<file path="src/rtl/spi_reg_responder.sv">
// SPI mode-0 target with MAX3421E-style framing over a 32x8 register file shared with local logic.
// Optional build macro SPI_AUTOINC_EN: address advances after each data byte; otherwise it is fixed per frame.
module spi_reg_responder #(
    parameter int         SYNC_STAGES = 2,
    parameter logic [7:0] RESET_VAL   = 8'h00
) (
    input  logic       clk_clk,
    input  logic       reset_reset_n,
    input  logic       spi_sclk,
    input  logic       spi_ss_n,
    input  logic       spi_mosi,
    output logic       spi_miso,
    output logic       spi_miso_oe,
    input  logic [7:0] status_i,
    input  logic [4:0] usr_addr,
    output logic [7:0] usr_rdata,
    input  logic       usr_we,
    input  logic [7:0] usr_wdata,
    output logic       wr_pulse,
    output logic [4:0] wr_addr,
    output logic [7:0] wr_data,
    output logic       busy
);

    localparam logic [1:0] ST_IDLE = 2'd0;
    localparam logic [1:0] ST_CMD  = 2'd1;
    localparam logic [1:0] ST_DATA = 2'd2;

    logic [SYNC_STAGES-1:0] r_sclk_sync;
    logic [SYNC_STAGES-1:0] r_ss_sync;
    logic [SYNC_STAGES-1:0] r_mosi_sync;
    logic                   r_sclk_prev;
    logic                   r_ss_prev;

    logic [1:0] r_state;
    logic [2:0] r_bit_cnt;
    logic [6:0] r_rx_sr;
    logic [7:0] r_tx_sr;
    logic [7:0] r_next_tx;
    logic [4:0] r_addr;
    logic       r_dir;
    logic       r_oe;
    logic       r_wr_pulse;
    logic [4:0] r_wr_addr;
    logic [7:0] r_wr_data;
    logic [7:0] r_regs [32];

    logic       w_sclk;
    logic       w_ss;
    logic       w_mosi;
    logic       w_sclk_rise;
    logic       w_sclk_fall;
    logic       w_ss_fall;
    logic       w_ss_rise;
    logic       w_active;
    logic       w_bit_rise;
    logic       w_byte_done;
    logic [7:0] w_rx_next;
    logic [4:0] w_cmd_addr;
    logic [4:0] w_next_addr;
    logic       w_spi_we;

    // Pins are asynchronous to clk_clk; edges come from the synchronized level and its previous sample.
    always_ff @(posedge clk_clk or negedge reset_reset_n) begin
        if (!reset_reset_n) begin
            r_sclk_sync <= '0;
            r_ss_sync   <= '1;
            r_mosi_sync <= '0;
            r_sclk_prev <= 1'b0;
            r_ss_prev   <= 1'b1;
        end else begin
            r_sclk_sync <= {r_sclk_sync[SYNC_STAGES-2:0], spi_sclk};
            r_ss_sync   <= {r_ss_sync[SYNC_STAGES-2:0], spi_ss_n};
            r_mosi_sync <= {r_mosi_sync[SYNC_STAGES-2:0], spi_mosi};
            r_sclk_prev <= w_sclk;
            r_ss_prev   <= w_ss;
        end
    end

    assign w_sclk      = r_sclk_sync[SYNC_STAGES-1];
    assign w_ss        = r_ss_sync[SYNC_STAGES-1];
    assign w_mosi      = r_mosi_sync[SYNC_STAGES-1];
    assign w_sclk_rise = w_sclk & ~r_sclk_prev;
    assign w_sclk_fall = ~w_sclk & r_sclk_prev;
    assign w_ss_fall   = ~w_ss & r_ss_prev;
    assign w_ss_rise   = w_ss & ~r_ss_prev;

    // SCLK is honoured only inside a frame; the SS_n rise cycle still counts so a coincident 8th edge completes.
    assign w_active    = (r_state != ST_IDLE) && !w_ss_fall;
    assign w_bit_rise  = w_active && w_sclk_rise;
    assign w_byte_done = w_bit_rise && (r_bit_cnt == 3'd7);
    assign w_rx_next   = {r_rx_sr, w_mosi};
    assign w_cmd_addr  = w_rx_next[7:3];
    assign w_spi_we    = w_byte_done && (r_state == ST_DATA) && r_dir;

`ifdef SPI_AUTOINC_EN
    assign w_next_addr = r_addr + 5'd1;
`else
    assign w_next_addr = r_addr;
`endif

    always_ff @(posedge clk_clk or negedge reset_reset_n) begin
        if (!reset_reset_n) begin
            r_state    <= ST_IDLE;
            r_bit_cnt  <= 3'd0;
            r_rx_sr    <= 7'd0;
            r_tx_sr    <= 8'd0;
            r_next_tx  <= 8'd0;
            r_addr     <= 5'd0;
            r_dir      <= 1'b0;
            r_oe       <= 1'b0;
            r_wr_pulse <= 1'b0;
            r_wr_addr  <= 5'd0;
            r_wr_data  <= 8'd0;
        end else begin
            r_wr_pulse <= w_spi_we;
            if (w_spi_we) begin
                r_wr_addr <= r_addr;
                r_wr_data <= w_rx_next;
            end

            if (w_ss_fall) begin
                r_state   <= ST_CMD;
                r_bit_cnt <= 3'd0;
                r_tx_sr   <= status_i;
                r_oe      <= 1'b1;
            end else begin
                if (w_bit_rise) begin
                    r_rx_sr   <= w_rx_next[6:0];
                    r_bit_cnt <= r_bit_cnt + 3'd1;
                end

                if (w_byte_done) begin
                    if (r_state == ST_CMD) begin
                        r_addr    <= w_cmd_addr;
                        r_dir     <= w_rx_next[1];
                        r_state   <= ST_DATA;
                        r_next_tx <= w_rx_next[1] ? 8'h00 : r_regs[w_cmd_addr];
                    end else begin
                        r_addr    <= w_next_addr;
                        r_next_tx <= r_dir ? 8'h00 : r_regs[w_next_addr];
                    end
                end

                // Load the next byte on the falling edge that ends a byte, otherwise shift out MSB-first.
                if (w_active && w_sclk_fall) begin
                    if (r_bit_cnt == 3'd0)
                        r_tx_sr <= r_next_tx;
                    else
                        r_tx_sr <= {r_tx_sr[6:0], 1'b0};
                end

                if (w_ss_rise) begin
                    r_state <= ST_IDLE;
                    r_oe    <= 1'b0;
                end
            end
        end
    end

    // SPI write takes priority when both sides target the same register in one cycle.
    always_ff @(posedge clk_clk or negedge reset_reset_n) begin
        if (!reset_reset_n) begin
            for (int i = 0; i < 32; i++)
                r_regs[i] <= RESET_VAL;
        end else begin
            if (usr_we && !(w_spi_we && (usr_addr == r_addr)))
                r_regs[usr_addr] <= usr_wdata;
            if (w_spi_we)
                r_regs[r_addr] <= w_rx_next;
        end
    end

    assign usr_rdata   = r_regs[usr_addr];
    assign spi_miso    = r_tx_sr[7];
    assign spi_miso_oe = r_oe;
    assign wr_pulse    = r_wr_pulse;
    assign wr_addr     = r_wr_addr;
    assign wr_data     = r_wr_data;
    assign busy        = ~w_ss;

endmodule

</file>
<file path="config.mk">
export PLATFORM = sky130hd
export DESIGN_NAME = spi_reg_responder
export DESIGN_NICKNAME = d
export VERILOG_FILES = /design/src/rtl/spi_reg_responder.sv
export SDC_FILE = /design/constraint.sdc
export NUM_CORES = 1
export LEC_CHECK = 0
export ABC_CLOCK_PERIOD_IN_PS = 3400
export BUFFER_PORTS_ARGS = -buffer_cell sky130_fd_sc_hd__buf_2
export CAP_MARGIN = 10
export CORE_ASPECT_RATIO = 1.5
export CORE_MARGIN = 5
export CORE_UTILIZATION = 56
export DETAILED_ROUTE_END_ITERATION = 7
export GPL_TIMING_DRIVEN = 0
export PLACE_DENSITY = 0.72
export REMOVE_ABC_BUFFERS = 1
export SYNTH_ARGS = -nofsm -noshare
export SYNTH_HDL_FRONTEND = slang
export SYNTH_SLANG_ARGS = --single-unit
</file>
<file path="constraint.sdc">
create_clock -name clk_clk -period 3.4 [get_ports clk_clk]
set_clock_uncertainty 0.05 [all_clocks]
set_input_delay 0.17 -clock clk_clk [delete_from_list [all_inputs] [get_ports clk_clk]]
set_output_delay 0.17 -clock clk_clk [all_outputs]
set_load 0.05 [all_outputs]
</file>
Word-level counts from Yosys, hierarchy flattened

Cells that the tools add are included.

Register bits: 313
Latch bits: 0
Memory bits (writable): 0
Bits in read-only memories: 0
Bits of input ports: 27
Output and inout port bits: 25
Word-level logic and storage cells: 124
Memories kept: 0

Add/sub/neg operators: 1
Multiply operators: 0
Div/mod/pow operators: 0
Order comparisons: 5
Eq/ne operators: 4
Shift-type cells: 0
Mux-type cells: 31
Bitwise logic cells: 12
Reduce and logical (&&, ||, !) cells: 23

Operator list:

| operator                                                                      | number |
|---|---|
| 256-bit bitwise mux                                                           | 2 |
| 256-bit two-way mux                                                           | 2 |
| 8-bit binary-select mux with 5-bit select                                     | 3 |
| 8-bit two-way mux                                                             | 14 |
| 8-bit demux with 5-bit select                                                 | 2 |
| 6-bit greater-or-equal comparator (second input constant)                     | 3 |
| 5-bit inverter with 6-bit output                                              | 3 |
| 6-bit by 1-bit less-than comparator with 1-bit output (second input constant) | 2 |
| 1-bit logical AND                                                             | 10 |
| 2-bit two-way mux                                                             | 4 |
| 2-bit nonzero test                                                            | 4 |
| 3-bit two-way mux                                                             | 2 |
| 2-bit AND reduction                                                           | 3 |
| 3-bit nonzero test                                                            | 2 |
| 5-bit == test                                                                 | 1 |
| 1-bit inverter                                                                | 5 |
| 1-bit AND                                                                     | 4 |
| 3-bit by 1-bit adder with 3-bit output (second input constant)                | 1 |
| 3-bit == test (second input constant)                                         | 1 |
| 3-bit zero test                                                               | 1 |
| 3-bit AND reduction                                                           | 1 |
| 2-bit by 1-bit == test with 1-bit output (second input constant)              | 1 |
| 2-bit == test (second input constant)                                         | 1 |
| 1-bit zero test                                                               | 2 |
| 1-bit two-way mux                                                             | 2 |

Logic depth before layout (Yosys ltp)

Gate-level depths: netlist of the first run.

Word-level depth: 14
Mapped depth: 10

Worst setup path before layout of the first run

No wires, ideal clock.

Path type: register to register
Start point: reg r_ss_sync[1]
End point: reg r_regs[80] in the netlist's numbering
Arrival: 2.534 ns
Path slack: 0.679 ns
Stages on the path, launching flop included: 11
Clock period less this slack: 2.721 ns
Cell sequence: dfstp_2 -> inv_1 -> ha_1 -> and4bb_4 -> nand4b_4 -> o31ai_1 -> buf_4 -> nor4b_1 -> buf_2 -> mux2i_1 -> a21oi_1

Word-level cells in the longest chain between the ends: 14

RTL lines:

| what                             | RTL line | RTL |
|---|---|---|
| start: declaration               | 30       | `logic [SYNC_STAGES-1:0] r_ss_sync;` |
| start signal: assignment         | 73       | `r_ss_sync <= {r_ss_sync[SYNC_STAGES-2:0], spi_ss_n};` |
| 1-bit inverter *                 | n/a      |  |
| net busy                         | 22       | `output logic busy` |
| 1-bit AND *                      | 85       | `assign w_ss_fall = ~w_ss & r_ss_prev;` |
| net w_ss_fall                    | 53       | `logic w_ss_fall;` |
| 1-bit zero test *                | 89       | `assign w_active = (r_state != ST_IDLE) && !w_ss_fall;` |
| 1-bit logical AND *              | 89       |  |
| 1-bit logical AND *              | 90       | `assign w_bit_rise = w_active && w_sclk_rise;` |
| 1-bit logical AND *              | 91       | `assign w_byte_done = w_bit_rise && (r_bit_cnt == 3'd7);` |
| 1-bit logical AND * (2 in a row) | 94       | `assign w_spi_we = w_byte_done && (r_state == ST_DATA) && r_dir;` |
| 1-bit logical AND                | 167      | `if (usr_we && !(w_spi_we && (usr_addr == r_addr)))` |
| 1-bit zero test                  | 167      |  |
| 1-bit logical AND                | 167      |  |
| 256-bit two-way mux              | 167      |  |
| 256-bit bitwise mux              | 170      | `r_regs[r_addr] <= w_rx_next;` |
| 256-bit two-way mux *            | 169      | `if (w_spi_we)` |
| end signal: indexed assignment   | 168      | `r_regs[usr_addr] <= usr_wdata;` |
| end signal: indexed assignment   | 170      |  |
| end: declaration                 | 46       | `logic [7:0] r_regs [32];` |

The timed path passes the listed nets; every way through them passes the cells marked *.
A chain may end at the register's enable or synchronous reset.

Worst setup path after layout of the first run

Start point: reg r_addr[1]
End point: reg r_next_tx[5]

Word-level cells in the longest chain between the ends: 6

RTL lines:

| what                                                   | RTL line | RTL |
|---|---|---|
| start: declaration                                     | 40       | `logic [4:0] r_addr;` |
| start signal: assignment                               | 135      | `r_addr <= w_cmd_addr;` |
| start signal: assignment                               | 140      | `r_addr <= w_next_addr;` |
| 5-bit inverter with 6-bit output (implied by the code) | 141      | `r_next_tx <= r_dir ? 8'h00 : r_regs[w_next_addr];` |
| 8-bit binary-select mux with 5-bit select              | 141      |  |
| 8-bit two-way mux (implied by the code) (2 in a row)   | 141      |  |
| 8-bit two-way mux                                      | 141      |  |
| 8-bit two-way mux                                      | 134      | `if (r_state == ST_CMD) begin` |
| end signal: assignment                                 | 138      | `r_next_tx <= w_rx_next[1] ? 8'h00 : r_regs[w_cmd_addr];` |
| end signal: assignment                                 | 141      |  |
| end: declaration                                       | 39       | `logic [7:0] r_next_tx;` |

No other way between the ends. The select of a mux whose other input is x is not followed.

==> flow_summary_export.csv, run 1 <==
group,metric,value,unit
timing,post-route-period-util,97.7,%
timing,rsz0062_at_grt,"no",
layout,insertedDiodeCount,0,
routing,wl_met1,28500,microns
timing,relSlewSlack,15.6,%
cts,numCtsBuffers,34,
layout,syn2layout_area_growth,10.2,%
synth,yosys.area.top_type_share,36.9,%
routing,ant_nets,0,
timing,setup_slack,0.0793,ns
worst_setup_path,arrival,3.70,ns
global_route,grt_pass1_wl,118000,microns
global_route,groute.usage.overall,38.3,%
placed_design,io_buffers,51,
worst_setup_path,worstSetupPathType,"reg -> reg",
worst_setup_path,cp_slowest_stage_delay,0.86,ns
layout,most-common-layout-cells,"mux2i_1 (497), dfrtp_1 (300), nor2_1 (171)",
worst_setup_path,path_max_fanout,51,
timing,finalMaxSlewViolations,0,
die,die_width,168,microns
placed_design,hpwlAfterDp,54000,microns
layout,num-nets-final,2017,
synth,ys_warn_count,0,
synth,ys_types,51,
routing,dr.max_layer_used,"met4",
placed_design,place_ws,-0.844,ns
die,row_count,87,
global_route,grt_max_degree,121,
routing,dr.pass1.iters,6,
routing,drt-vias-per-instance,7.07,
layout,final_layout_size_suffix_gt1_share,16.0,%
routing,dr_wl_met3,6460,microns
global_route,grt_pass1_vias,17268,
synth,ys_async_sr_fraction,100,%
worst_setup_path,critPathTopFamily,"simple AND/OR/NAND/NOR gates",
synth,syn_area,0.0210,sq mm
timing,tns,0,ns
timing,holdWs,0.206,ns
cts,ctsHtreeMaxLevel,2,
synth,synthTopCellsByArea,"dfrtp_1 (37%), mux2i_1 (24%), mux4_2 (8.6%), a21oi_1 (4.0%), nor2_1 (3.1%)",
global_route,grt_remaining_overflow,0,
worst_setup_path,worstPathCellList,"buf_16 > mux2i_1 > o22ai_1 > nor4_1 > nand2_1 > a221o_1",
global_route,antenna_found_initial,1,
worst_setup_path,start_kind,"flip-flop",
die,die-area,0.0416,sq mm
timing,report.final.setup_viol,0,
worst_setup_path,endpoint_kind,"flip-flop",
timing,hold_violations,0,
flow_run,maxCapViolations,0,
cts,cts_tree,"yes",
routing,totalWireLength,79900,microns
power_and_ir_drop,p_leak,7.90,nW
synth,syn_avg_cell_area,10.3,sq um
die,io_pins,52,
synth,synth_cells,2037,
die,core-area,0.0373,sq mm
power_and_ir_drop,ir_drop,522,uV
cts,clockBufferDepth,3,
synth,yosysSeqAreaShare,37.3,%
placed_design,placed_area,0.0216,sq mm
timing,timing.fmax,301,MHz
worst_setup_path,cp.required,3.77,ns
routing,drt_first_iter_violations,2343,
cts,clock-sinks,313,
die,chipHeight,247,microns
synth,synth-edff-count,0,
routing,drc,0,
routing,vias,17663,
synth,ys_ff_latch,313,
layout,fill_cells,3014,
cts,path_clk_slew,0.06,ns
cts,insertion_delay,0.54,ns
layout,layout_commonest_cell,"mux2i_1",
worst_setup_path,path_buf_inv,1,
die,initial_core_util,56.2,%
placed_design,place.gp.congestion,1.03,
synth,yosysTopAreaCell,"dfrtp_1",
layout,fin_area,0.0231,sq mm
timing,fin_crit,3.32,ns
min_path,hold_class,"in -> async",
synth,synth_top_flop_cell,"dfrtp_1",
worst_setup_path,cp_slowest_cell,"dfrtp_4",
cts,cts-root-buf,"clkbuf_16",
routing,wl_per_cell,32.0,microns
power_and_ir_drop,powerDensity,564,mW/mm^2
timing,tightest_slew,1.26,ns
run_status,status,"complete, no violations",
routing,met2_length,37200,microns
-- routing by layer --
metal,track usage (%),vias up
li1,-,7489
met5,0,-
met2,61.5,1115
met3,5.39,351
met1,47.2,8708
met4,28.1,0
-- power by group --
group          leakage, nW  switching, W  total, W  internal [W]
Sequential            3.40      0.000984   0.00534       0.00436
Clock                0.574       0.00162   0.00401       0.00239
Combinational         3.93       0.00217   0.00370       0.00153
-- cell usage after synthesis (6+ instances only) --
master     count
a221o_1        8
mux2i_1      497
buf_2         58
a2111oi_0      8
o22ai_1       72
mux4_2        80
inv_1          6
a21oi_1      169
nor4_4         9
nand3_1       13
mux2_2        22
o21ai_0       84
o21ai_1       31
buf_4         15
dfrtp_1      310
nor4_1        16
nor2_1       176
nand2_1      169
nor2b_1       14
nor3_4        24
xnor2_1        6
a22o_1        16
nand4_1        8
buf_1         16
clkbuf_1      94
a221oi_1      16
a22oi_1       49
-- path summary, 6_finish.rpt --
check | start | to | slack (ns) | depth (start not counted)
max | r_addr[1]$_DFFE_PN0P_ | r_next_tx[5]$_DFFE_PN0P_ | 0.08 | 6
min in group clk_clk | spi_sclk | r_sclk_sync[0]$_DFF_PN0_ | 0.22 | 2
max in group asynchronous | reset_reset_n | r_mosi_sync[1]$_DFF_PN0_ | 2.02 | 3
min reg2reg | r_mosi_sync[0]$_DFF_PN0_ | r_mosi_sync[1]$_DFF_PN0_ | 0.31 | 0
min | reset_reset_n | r_addr[1]$_DFFE_PN0P_ | 0.21 | 2
max reg2reg | r_addr[1]$_DFFE_PN0P_ | r_next_tx[5]$_DFFE_PN0P_ | 0.08 | 6
-- flip-flops by register name, indices dropped and copies added, names as in the netlist --
signal,count
r_addr,5
r_bit_cnt,3
r_dir,1
r_mosi_sync,2
r_next_tx,8
r_regs,256
r_rx_sr,7
r_sclk_prev,1
r_sclk_sync,2
r_ss_prev,1
r_ss_sync,2
r_state,2
r_tx_sr,8
spi_miso_oe,1
wr_addr,5
wr_data,8
wr_pulse,1
-- metrics by stage --
stage	std cells	total power, W	util [%]
after floorplan	1852	0.00722	-
after global placement	2392	0.00879	56.3
after detailed placement	2412	0.00885	57.7
after CTS	2494	0.0129	61.8
after global routing	2499	0.0134	62.0
final	2499	0.0131	62.0
-- what timing repair did --
action	CTS	global route
gates resized for setup	19	9
pin swaps	5	0
endpoints found under the setup margin	256	139
gates cloned	1	0
buffers inserted	9	5
endpoints found under the hold margin	90	0
hold buffers	12	0
-- kinds of logic after synthesis --
group / count (synthesis) / share of synthesized area [%]
DFF: 313 / 37.3
buffers and inverters: 191 / 4.10
muxes: 599 / 33.5
xor gates and xnor gates: 6 / 0.250
adders and majority gates: 4 / 0.238
and+or+nand+nor: 470 / 11.9
AOI/OAI and AO/OA: 454 / 12.8
-- area by class of cell --
| cell class | count | area [sq um] | share of cell area (%) |
|---|---|---|---|
| Timing Repair Buffer | 97 | 1000 | 4.34 |
| Sequential cell | 313 | 7860 | 33.9 |
| Multi-Input combinational cell | 1534 | 12500 | 53.9 |
| Tap cell | 489 | 612 | 2.64 |
| Inverter | 6 | 22.5 | 0.0973 |
| Clock buffer | 46 | 967 | 4.18 |
| Clock inverter | 14 | 211 | 0.914 |
Power figures use the tool's default switching activity.
==> run 2, diff against run 1 <==
- SETUP_SLACK_MARGIN: default -> 0.15
==> run 2 against run 1 <==
Worst setup slack gained 0.037 ns. Count of clock-buffer cells in the layout is the same. Sequential share of layout area shrank 0.088 points. Cell area grew 0.26%. Sequential cell count is the same. Worst hold slack lost 0.0077 ns. Routed wire length grew 0.77%. Largest cell class unchanged. Highest routed layer unchanged.
==> flow_summary_export.csv, run 2 (same netlist as run 1, synthesis figures left out) <==
group,metric,value,unit
flow_run,maxCapViolations,0,
timing,fin_crit,3.28,ns
die,die_width,168,microns
die,row_count,87,
timing,rsz0062_at_grt,"yes",
cts,cts_tree,"yes",
timing,relSlewSlack,8.14,%
cts,ctsHtreeMaxLevel,2,
routing,ant_nets,0,
routing,drc,0,
layout,layout_commonest_cell,"mux2i_1",
worst_setup_path,cp.required,3.78,ns
placed_design,place_ws,-0.844,ns
layout,largest_register_ffs,256,
die,die-area,0.0416,sq mm
cts,clock-sinks,313,
worst_setup_path,endpoint_kind,"flip-flop",
layout,regMostFlops,"r_regs",
run_status,status,"complete, no violations",
layout,fin_area,0.0232,sq mm
worst_setup_path,path_max_fanout,27,
global_route,grt_pass1_vias,17338,
routing,dr.pass1.iters,6,
layout,final_layout_size_suffix_gt1_share,16.2,%
placed_design,place.gp.congestion,1.03,
global_route,antenna_found_initial,0,
routing,drt_first_iter_violations,2393,
timing,hold_violations,0,
power_and_ir_drop,powerDensity,563,mW/mm^2
timing,finalMaxSlewViolations,0,
timing,setup_slack,0.116,ns
power_and_ir_drop,ir_drop,519,uV
routing,drt-vias-per-instance,7.08,
layout,final_cells,2502,
power_and_ir_drop,p_total,0.0131,W
die,chipHeight,247,microns
die,initial_core_util,56.2,%
layout,num-nets-final,2020,
cts,clockBufferDepth,3,
worst_setup_path,arrival,3.66,ns
timing,holdWs,0.198,ns
worst_setup_path,start_kind,"flip-flop",
timing,tightest_slew,1.37,ns
min_path,hold_class,"in -> async",
die,io_pins,52,
layout,insertedDiodeCount,0,
cts,insertion_delay,0.54,ns
routing,totalWireLength,80600,microns
routing,wl_per_cell,32.2,microns
power_and_ir_drop,p_leak,7.95,nW
timing,timing.fmax,305,MHz
global_route,grt_max_degree,121,
worst_setup_path,worstSetupPathType,"reg -> reg",
placed_design,hpwlAfterDp,54000,microns
placed_design,placed_area,0.0216,sq mm
cts,cts-root-buf,"clkbuf_16",
layout,fill_cells,3004,
cts,path_clk_slew,0.06,ns
global_route,groute.usage.overall,38.4,%
global_route,grt_pass1_wl,118000,microns
die,core-area,0.0373,sq mm
layout,most-common-layout-cells,"mux2i_1 (497), dfrtp_1 (300), nor2_1 (171)",
placed_design,io_buffers,51,
cts,numCtsBuffers,34,
layout,syn2layout_area_growth,10.5,%
timing,post-route-period-util,96.6,%
timing,report.final.setup_viol,0,
global_route,grt_remaining_overflow,0,
routing,vias,17702,
placed_design,placedCellCount,2412,
==> run 2: final cells by class <==
type | instances | area [sq um] | share of cell area [%]
Clock inverter | 14 | 211 | 0.911
Sequential cell | 313 | 7860 | 33.9
Inverter | 6 | 22.5 | 0.0971
Multi-Input combinational cell | 1535 | 12500 | 53.8
Timing Repair Buffer | 99 | 1040 | 4.50
Tap cell | 489 | 612 | 2.64
Clock buffer | 46 | 967 | 4.17
==> run 2: routing by layer <==
layer | wire length [microns] | track usage (%) | vias to the layer above
met5 | 0 | 0 | -
met4 | 7760 | 27.8 | 0
met3 | 6710 | 6.08 | 358
met1 | 28600 | 47.0 | 8724
li1 | - | - | 7500
met2 | 37500 | 61.7 | 1120
==> run 2: per-stage QoR <==
| step | setup TNS (ns) | utilization [%] |
|---|---|---|
| 4_1_cts | 0 | 61.9 |
| 3_5_place_dp | -110.89 | 57.7 |
| 3_3_place_gp | -2800.52 | 56.3 |
| 5_1_grt | 0 | 62.1 |
| 6_report | 0 | 62.1 |
| 2_1_floorplan | -926.06 | - |
==> run 2: where the power goes <==
part           total, W  switching (W)  leakage (nW)  internal [W]
Clock           0.00402        0.00163         0.574       0.00239
Combinational   0.00370        0.00218          3.97       0.00153
Sequential      0.00535       0.000984          3.40       0.00436
==> run 2: worst max-delay path: stages, from the launching register on <==
cell,delay (ns)
dfrtp_2,0.92
nor2b_1,0.33
nand2_1,0.35
o22ai_1,0.26
nor4_1,0.67
nand2_1,0.20
a221o_1,0.35
==> run 2: worst paths after layout <==
| check | startpoint | to | slack, ns | cells past startpoint |
|---|---|---|---|---|
| min | reset_reset_n | r_rx_sr[6]$_DFFE_PN0P_ | 0.20 | 2 |
| min in group clk_clk | spi_sclk | r_sclk_sync[0]$_DFF_PN0_ | 0.22 | 2 |
| max in group asynchronous | reset_reset_n | r_mosi_sync[1]$_DFF_PN0_ | 1.98 | 3 |
| max | r_addr[2]$_DFFE_PN0P_ | r_next_tx[5]$_DFFE_PN0P_ | 0.12 | 6 |
| min reg2reg | r_mosi_sync[0]$_DFF_PN0_ | r_mosi_sync[1]$_DFF_PN0_ | 0.31 | 0 |
| max reg2reg | r_addr[2]$_DFFE_PN0P_ | r_next_tx[5]$_DFFE_PN0P_ | 0.12 | 6 |
==> run 2: repair_timing <==
item,4_1_cts,5_1_grt
endpoints found under the setup margin,264,158
hold buffers,12,0
hold endpoints to repair,90,0
setup buffers,12,4
pin swaps,5,3
gates resized for setup,21,7
cloned,1,1
